## config.mk

```make
export PLATFORM = sky130hd
export DESIGN_NAME = adder
export DESIGN_NICKNAME = d
export VERILOG_FILES = /design/src/rtl/fp32_pkg.sv /design/src/rtl/fp_lzc27.sv /design/src/rtl/adder.sv
export SDC_FILE = /design/constraint.sdc
export NUM_CORES = 1
export LEC_CHECK = 0
export BUFFER_PORTS_ARGS = -buffer_cell sky130_fd_sc_hd__buf_2
export CAP_MARGIN = 5
export CORE_ASPECT_RATIO = 0.5
export CORE_MARGIN = 4
export CORE_UTILIZATION = 60
export CTS_BUF_LIST = sky130_fd_sc_hd__clkbuf_16
export DETAILED_ROUTE_END_ITERATION = 8
export PLACE_DENSITY = 0.78
export SETUP_SLACK_MARGIN = 0.02
export SYNTH_ARGS = -nofsm -noshare
export SYNTH_HDL_FRONTEND = slang
export SYNTH_SLANG_ARGS = --single-unit
```

## constraint.sdc

```tcl
create_clock -name clk -period 11.47 [get_ports clk]
set_input_delay 0 -clock clk [delete_from_list [all_inputs] [get_ports clk]]
set_output_delay 0 -clock clk [all_outputs]
set_load 0.02 [all_outputs]
```

## src/rtl/fp32_pkg.sv

```systemverilog
`default_nettype none
// ============================================================================
// Module      : fp32_pkg
// Description : Shared binary32 widths, constants and operand unpacking.
// Revision    : 1.0 - initial release
// ============================================================================
package fp32_pkg;

    localparam int EXP_W   = 8;
    localparam int FRAC_W  = 23;
    localparam int BIAS    = 127;
    localparam int EXP_MAX = 2 * BIAS + 1;
    localparam int SIG_W   = FRAC_W + 4;

    localparam logic [31:0] QNAN    = 32'h7FC0_0000;
    localparam logic [31:0] POS_INF = 32'h7F80_0000;
    localparam logic [31:0] NEG_INF = 32'hFF80_0000;

    typedef struct packed {
        logic              sign;
        logic [EXP_W-1:0]  exp;
        logic [FRAC_W:0]   sig;
        logic              is_nan;
        logic              is_inf;
        logic              is_zero;
    } fp_unpacked_t;

    // Subnormals get effective exponent 1 so alignment treats them uniformly.
    function automatic fp_unpacked_t fp_unpack(input logic [31:0] x);
        fp_unpacked_t u;
        logic [EXP_W-1:0]  e;
        logic [FRAC_W-1:0] f;
        e         = x[30:23];
        f         = x[22:0];
        u.sign    = x[31];
        u.exp     = (e == '0) ? EXP_W'(1) : e;
        u.sig     = {(e != '0), f};
        u.is_nan  = (e == EXP_W'(EXP_MAX)) && (f != '0);
        u.is_inf  = (e == EXP_W'(EXP_MAX)) && (f == '0);
        u.is_zero = (e == '0) && (f == '0);
        return u;
    endfunction

endpackage
`default_nettype wire

```

## src/rtl/fp_lzc27.sv

```systemverilog
`default_nettype none
// ============================================================================
// Module      : fp_lzc27
// Description : 27-bit leading-zero counter; all-zero input yields 27.
// Revision    : 1.0 - initial release
// ============================================================================
module fp_lzc27 (
    input  logic [26:0] i_data,
    output logic [4:0]  o_count
);

    always_comb begin
        o_count = 5'd27;
        for (int i = 0; i < 27; i++) begin
            if (i_data[i]) begin
                o_count = 5'(26 - i);
            end
        end
    end

endmodule
`default_nettype wire

```

## src/rtl/adder.sv

```systemverilog
`default_nettype none
// ============================================================================
// Module      : adder
// Description : 3-stage pipelined binary32 adder, round-to-nearest-even.
// Revision    : 1.0 - initial release
// ============================================================================
module adder
    import fp32_pkg::*;
(
    input  logic        clk,
    input  logic        reset,
    input  logic        en,
    input  logic [31:0] op_1,
    input  logic [31:0] op_2,
    output logic [31:0] res,
    output logic        val
);

    // ---------------- stage 1: unpack, classify, swap, align ----------------
    fp_unpacked_t w_a;
    fp_unpacked_t w_b;
    logic              w_a_ge;
    logic              w_sign_l;
    logic [EXP_W-1:0]  w_exp_l;
    logic [EXP_W-1:0]  w_diff;
    logic [FRAC_W:0]   w_sig_l;
    logic [FRAC_W:0]   w_sig_s;
    logic [4:0]        w_sh;
    logic [53:0]       w_wide;
    logic [SIG_W-1:0]  w_s_aligned;
    logic              w_spec;
    logic [31:0]       w_spec_res;
    logic              w_neg_zero;

    assign w_a      = fp_unpack(op_1);
    assign w_b      = fp_unpack(op_2);
    assign w_a_ge   = (op_1[30:0] >= op_2[30:0]);
    assign w_sign_l = w_a_ge ? w_a.sign : w_b.sign;
    assign w_exp_l  = w_a_ge ? w_a.exp  : w_b.exp;
    assign w_diff   = w_a_ge ? (w_a.exp - w_b.exp) : (w_b.exp - w_a.exp);
    assign w_sig_l  = w_a_ge ? w_a.sig : w_b.sig;
    assign w_sig_s  = w_a_ge ? w_b.sig : w_a.sig;
    assign w_sh     = (w_diff > 8'd27) ? 5'd27 : w_diff[4:0];
    assign w_wide   = {w_sig_s, 3'b000, 27'b0} >> w_sh;
    // Everything shifted past the S position collapses into sticky.
    assign w_s_aligned = {w_wide[53:28], w_wide[27] | (|w_wide[26:0])};
    assign w_neg_zero  = w_a.is_zero & w_b.is_zero & w_a.sign & w_b.sign;

    always_comb begin
        w_spec     = 1'b1;
        w_spec_res = QNAN;
        if (w_a.is_nan || w_b.is_nan) begin
            w_spec_res = QNAN;
        end else if (w_a.is_inf && w_b.is_inf && (w_a.sign != w_b.sign)) begin
            w_spec_res = QNAN;
        end else if (w_a.is_inf) begin
            w_spec_res = w_a.sign ? NEG_INF : POS_INF;
        end else if (w_b.is_inf) begin
            w_spec_res = w_b.sign ? NEG_INF : POS_INF;
        end else begin
            w_spec = 1'b0;
        end
    end

    logic              r_s1_val;
    logic              r_s1_sign;
    logic              r_s1_sub;
    logic [EXP_W-1:0]  r_s1_exp;
    logic [SIG_W-1:0]  r_s1_sig_l;
    logic [SIG_W-1:0]  r_s1_sig_s;
    logic              r_s1_spec;
    logic [31:0]       r_s1_spec_res;
    logic              r_s1_neg_zero;

    always_ff @(posedge clk or negedge reset) begin
        if (!reset) begin
            r_s1_val      <= 1'b0;
            r_s1_sign     <= 1'b0;
            r_s1_sub      <= 1'b0;
            r_s1_exp      <= '0;
            r_s1_sig_l    <= '0;
            r_s1_sig_s    <= '0;
            r_s1_spec     <= 1'b0;
            r_s1_spec_res <= '0;
            r_s1_neg_zero <= 1'b0;
        end else begin
            r_s1_val      <= en;
            r_s1_sign     <= w_sign_l;
            r_s1_sub      <= w_a.sign ^ w_b.sign;
            r_s1_exp      <= w_exp_l;
            r_s1_sig_l    <= {w_sig_l, 3'b000};
            r_s1_sig_s    <= w_s_aligned;
            r_s1_spec     <= w_spec;
            r_s1_spec_res <= w_spec_res;
            r_s1_neg_zero <= w_neg_zero;
        end
    end

    // ---------------- stage 2: significand add/subtract ----------------
    // Larger magnitude is always on the left, so the difference never goes negative.
    logic [SIG_W:0] w_sum;
    assign w_sum = r_s1_sub ? ({1'b0, r_s1_sig_l} - {1'b0, r_s1_sig_s})
                            : ({1'b0, r_s1_sig_l} + {1'b0, r_s1_sig_s});

    logic              r_s2_val;
    logic              r_s2_sign;
    logic [EXP_W-1:0]  r_s2_exp;
    logic [SIG_W:0]    r_s2_sum;
    logic              r_s2_spec;
    logic [31:0]       r_s2_spec_res;
    logic              r_s2_neg_zero;

    always_ff @(posedge clk or negedge reset) begin
        if (!reset) begin
            r_s2_val      <= 1'b0;
            r_s2_sign     <= 1'b0;
            r_s2_exp      <= '0;
            r_s2_sum      <= '0;
            r_s2_spec     <= 1'b0;
            r_s2_spec_res <= '0;
            r_s2_neg_zero <= 1'b0;
        end else begin
            r_s2_val      <= r_s1_val;
            r_s2_sign     <= r_s1_sign;
            r_s2_exp      <= r_s1_exp;
            r_s2_sum      <= w_sum;
            r_s2_spec     <= r_s1_spec;
            r_s2_spec_res <= r_s1_spec_res;
            r_s2_neg_zero <= r_s1_neg_zero;
        end
    end

    // ---------------- stage 3: normalise, round, pack, select ----------------
    logic [4:0]        w_lz;
    logic [EXP_W-1:0]  w_lim;
    logic [EXP_W-1:0]  w_shl;
    logic [SIG_W-1:0]  w_m;
    logic [EXP_W:0]    w_e;
    logic [EXP_W:0]    w_e_pre;
    logic              w_rnd_up;
    logic [24:0]       w_mant_r;
    logic [EXP_W:0]    w_e_fin;
    logic [FRAC_W-1:0] w_frac;
    logic [31:0]       w_res;

    fp_lzc27 u_lzc (
        .i_data  (r_s2_sum[SIG_W-1:0]),
        .o_count (w_lz)
    );

    // Left shift stops at exponent 1 so tiny results fall out as subnormals.
    assign w_lim = r_s2_exp - 8'd1;
    assign w_shl = ({3'b000, w_lz} > w_lim) ? w_lim : {3'b000, w_lz};

    always_comb begin
        if (r_s2_sum[SIG_W]) begin
            w_m = {r_s2_sum[SIG_W:2], r_s2_sum[1] | r_s2_sum[0]};
            w_e = {1'b0, r_s2_exp} + 9'd1;
        end else begin
            w_m = r_s2_sum[SIG_W-1:0] << w_shl;
            w_e = {1'b0, r_s2_exp} - {1'b0, w_shl};
        end
    end

    assign w_e_pre  = w_m[26] ? w_e : 9'd0;
    assign w_rnd_up = w_m[2] & (w_m[1] | w_m[0] | w_m[3]);
    assign w_mant_r = {1'b0, w_m[26:3]} + {24'd0, w_rnd_up};

    always_comb begin
        if (w_mant_r[24]) begin
            w_e_fin = w_e_pre + 9'd1;
            w_frac  = w_mant_r[23:1];
        end else if ((w_e_pre == 9'd0) && w_mant_r[23]) begin
            w_e_fin = 9'd1;
            w_frac  = w_mant_r[22:0];
        end else begin
            w_e_fin = w_e_pre;
            w_frac  = w_mant_r[22:0];
        end
    end

    always_comb begin
        w_res = {r_s2_sign, w_e_fin[7:0], w_frac};
        if (r_s2_spec) begin
            w_res = r_s2_spec_res;
        end else if (r_s2_sum == '0) begin
            w_res = {r_s2_neg_zero, 31'd0};
        end else if (w_e_fin >= 9'(EXP_MAX)) begin
            w_res = r_s2_sign ? NEG_INF : POS_INF;
        end
    end

    logic [31:0] r_s3_res;
    logic        r_s3_val;

    always_ff @(posedge clk or negedge reset) begin
        if (!reset) begin
            r_s3_res <= '0;
            r_s3_val <= 1'b0;
        end else begin
            r_s3_res <= w_res;
            r_s3_val <= r_s2_val;
        end
    end

    assign res = r_s3_res;
    assign val = r_s3_val;

endmodule
`default_nettype wire

```

==> metrics.md <==
| Metric | Value |
|---|---|
| Post-synthesis cell area | `0.0147 sq mm` |
| Gr ovfl total | `0` |
| Seq/Total Area, Yosys | `24.3%` |
| Period Utilization, post-route | `74.3%` |
| Num CTS Buffers | `17` |
| Port Buf Inserts | `99` |
| Largest net degree at the start of global routing | `88` |
| Fmax | `117 MHz` |
| Synth async-reset ratio | `100%` |
| EDFF count, synth | `0` |
| Slowest library cell on the worst path | `nor2_1` |
| Initial drt markers | `2170` |
| IO Pins | `100` |
| All-layer global routing usage | `33.9%` |
| PwrDens | `193 mW/mm^2` |
| Cell Rows | `40` |
| Mapped Cells | `1877` |
| Leak | `7.14 nW` |
| Worst IR drop on VDD | `0.0000962 V` |
| Setup TNS | `0 ns` |
| CP peak stage delay | `0.72 ns` |
| GPL Wtd Cong | `1.05` |
| CP delay by family, top | `simple AND/OR/NAND/NOR gates` |
| Worst-path fanout max | `38` |
| Post-layout util | `67.5%` |
| Avg Inst Size Synth | `7.84 sq um` |
| Count of pins over their slew limit | `0` |
| Worst slew margin | `28.4%` |
| CP Buf/Inv Count | `3` |
| Final net count | `2122` |
| Launch point of the worst path | `r_s2_sum[25]` |
| DP HPWL | `35400 um` |
| Die X | `229 um` |
| Main synth FF type | `dfrtp_1` |
| Commonest cells after routing, fill and taps aside | `nand2_1, a21oi_1, dfrtp_1` |
| CTS tree | `built` |
| Final Critical Period | `8.52 ns` |
| Starting density of the core | `61.1%` |
| Die area | `0.0272 sq mm` |
| CTS H-tree depth | `4` |
| Clk buf depth | `2` |
| Routed vias/inst | `6.57` |
| R2r setup slk | `2.95 ns` |
| CP required | `11.80 ns` |
| Drt drc | `0` |
| Most common cell after layout, fill and taps aside | `nand2_1` |
| R2r startpoint | `r_s2_sum[25]` |
| Final Skew | `0.0127 ns` |
| Crit start category | `flip-flop` |
| Most used cell, CP | `nor2_1` |
| Vias in the first global route | `13800` |
| Post-synth cell types | `105` |
| Worst-Margin Slew | `1.07 ns` |
| Core area | `0.0241 sq mm` |
| Syn-to-layout area delta | `10.5%` |
| Initial antenna violation count | `1` |
| Status | `finished, final reports clean` |
| Yosys warning count | `0` |
| Diode count | `0` |
| Critical Path AT | `8.86 ns` |
| Final wirelength | `47100 um` |
| Max-Cap Viols | `0` |
| First-pass GRT wire length | `75100 um` |
| Ratio of cells with drive above 1 in the final layout | `11.3%` |
| RSZ-0062 raised after global routing | `no` |
| Vias | `15000` |
| Clk root buf | `clkbuf_16` |
| Worst Hold Class | `in2reg` |
| CTS sink count | `143` |
| #FFs+latches synth | `143` |
| Worst setup EP type | `flip-flop` |
| WL/cell | `20.6 um` |
| Final Hold Viols | `0` |
| Net Count, Synth | `2061` |
| Clock transition at the registers of the reported paths | `0.06 ns` |
| Post-route ant nets | `0` |
| Final setup violation count | `0` |
| CP Class | `reg2reg` |
| Die Height | `119 um` |
| Hold Startpoint | `op_2[27]` |
| Clk_lat worst skew | `0.43 ns` |
| Post-cts sizing count | `0` |
| First-pass iteration count of the detailed router | `8` |
[area by class of cell]
type / count / area, sq um
repair buffers: 159 / 1060
clock inverters: 15 / 165
fillers: 2029 / 7810
inverters: 135 / 514
multi-input cells: 1482 / 10100
clock buffers: 17 / 425
flip-flops and latches: 143 / 3580
well taps: 336 / 420
[Yosys cell counts (all sizes together), types with 8 or more instances]
library cell,n,area share [%]
or4,8,0.43
a21o,21,1.1
a221oi,15,1.1
nor2,139,3.6
nand3,76,2.6
dfrtp,143,24
nand2,168,4.3
ha,113,9.6
nand3b,8,0.41
nand4,25,1.3
xnor2,45,2.7
a31oi,23,0.98
o221ai,15,0.89
inv,135,3.5
or3,15,0.64
mux2i,64,4.6
nand2b,17,0.72
o31ai,22,1.3
a21oi,159,5.5
o21ai,126,4.3
and2,14,0.60
nor2b,15,0.64
nor3b,11,0.71
nor4,34,1.5
nor3,64,2.4
buf,39,1.7
clkbuf,78,2.0
a211o,8,0.48
xor2,20,1.2
a211oi,45,2.6
mux2,11,0.89
and3,15,0.64
o21bai,12,0.61
o22ai,25,1.1
a22oi,25,1.3
o211ai,16,0.82
[logic make-up after synthesis]
family	synth area share, %
and+or+nand+nor	21.3
DFF	24.3
muxes	5.51
xor gates and xnor gates	3.87
adders and majority gates	10.2
other	0.0255
buffers and inverters	7.17
AOI/OAI and AO/OA	27.6
[sequential cells by signal, indices dropped and copies added (netlist names)]
register	cells
r_s1_spec	1
r_s1_sig_s	27
r_s2_exp	8
r_s2_sign	1
r_s2_spec	1
r_s1_exp	8
r_s2_spec_res	3
r_s1_sig_l	24
r_s1_sub	1
r_s2_sum	28
r_s2_neg_zero	1
res	32
r_s1_sign	1
r_s1_val	1
r_s1_spec_res	3
val	1
r_s1_neg_zero	1
r_s2_val	1
[through the flow]
step	worst slack, ns	cell area (sq um)	hold WS, ns	total power (W)	cells
2_1_floorplan	4.63	14700	-0.296	0.00206	1877
3_3_place_gp	3.21	15200	0.0981	0.00250	2212
3_5_place_dp	3.19	15200	0.103	0.00251	2212
4_1_cts	3.16	16300	0.000673	0.00309	2287
5_1_grt	2.22	16300	0.0501	0.00334	2287
6_report	2.95	16300	0.00209	0.00314	2287
[metal layers]
| metal | global-route usage (%) | share of wire, % |
|---|---|---|
| met1 | 46.8 | 43 |
| met2 | 52.3 | 43 |
| met3 | 6.43 | 9.8 |
| met4 | 14.1 | 4.9 |
| met5 | 0 | 0 |
[worst reg2reg max path: cells and delay by family (launching register included)]
| kind | cells | cell delay, ns |
|---|---|---|
| and+or+nand+nor | 13 | 3.66 |
| AOI/OAI and AO/OA | 7 | 1.53 |
| muxes | 2 | 1.11 |
| buffers and inverters | 3 | 1.02 |
| adders and majority gates | 2 | 0.62 |
| DFF | 1 | 0.48 |
[path summary, 6_finish.rpt]
kind / cells after the start / to
hold reg to reg: 0 / r_s2_exp[3]
setup / recovery: 27 / res[22]
hold / removal: 3 / r_s1_exp[4]
min in group asynchronous: 2 / res[7]
max in group asynchronous: 3 / r_s1_spec_res[31]
setup reg to reg: 27 / res[22]
[power breakdown]
| part | switching, W | internal, W |
|---|---|---|
| clock network | 0.000238 | 0.000309 |
| logic | 0.00121 | 0.000661 |
| registers | 0.000115 | 0.000610 |
| total | 0.00156 | 0.00158 |
[what timing repair did]
| item | CTS | global route |
|---|---|---|
| hold buffers | 43 | 0 |
| endpoints found under the hold margin | 117 | 0 |
| endpoints found under the setup margin | 0 | 0 |
| buffers inserted | 0 | 0 |
Power figures use the tool's default switching activity.
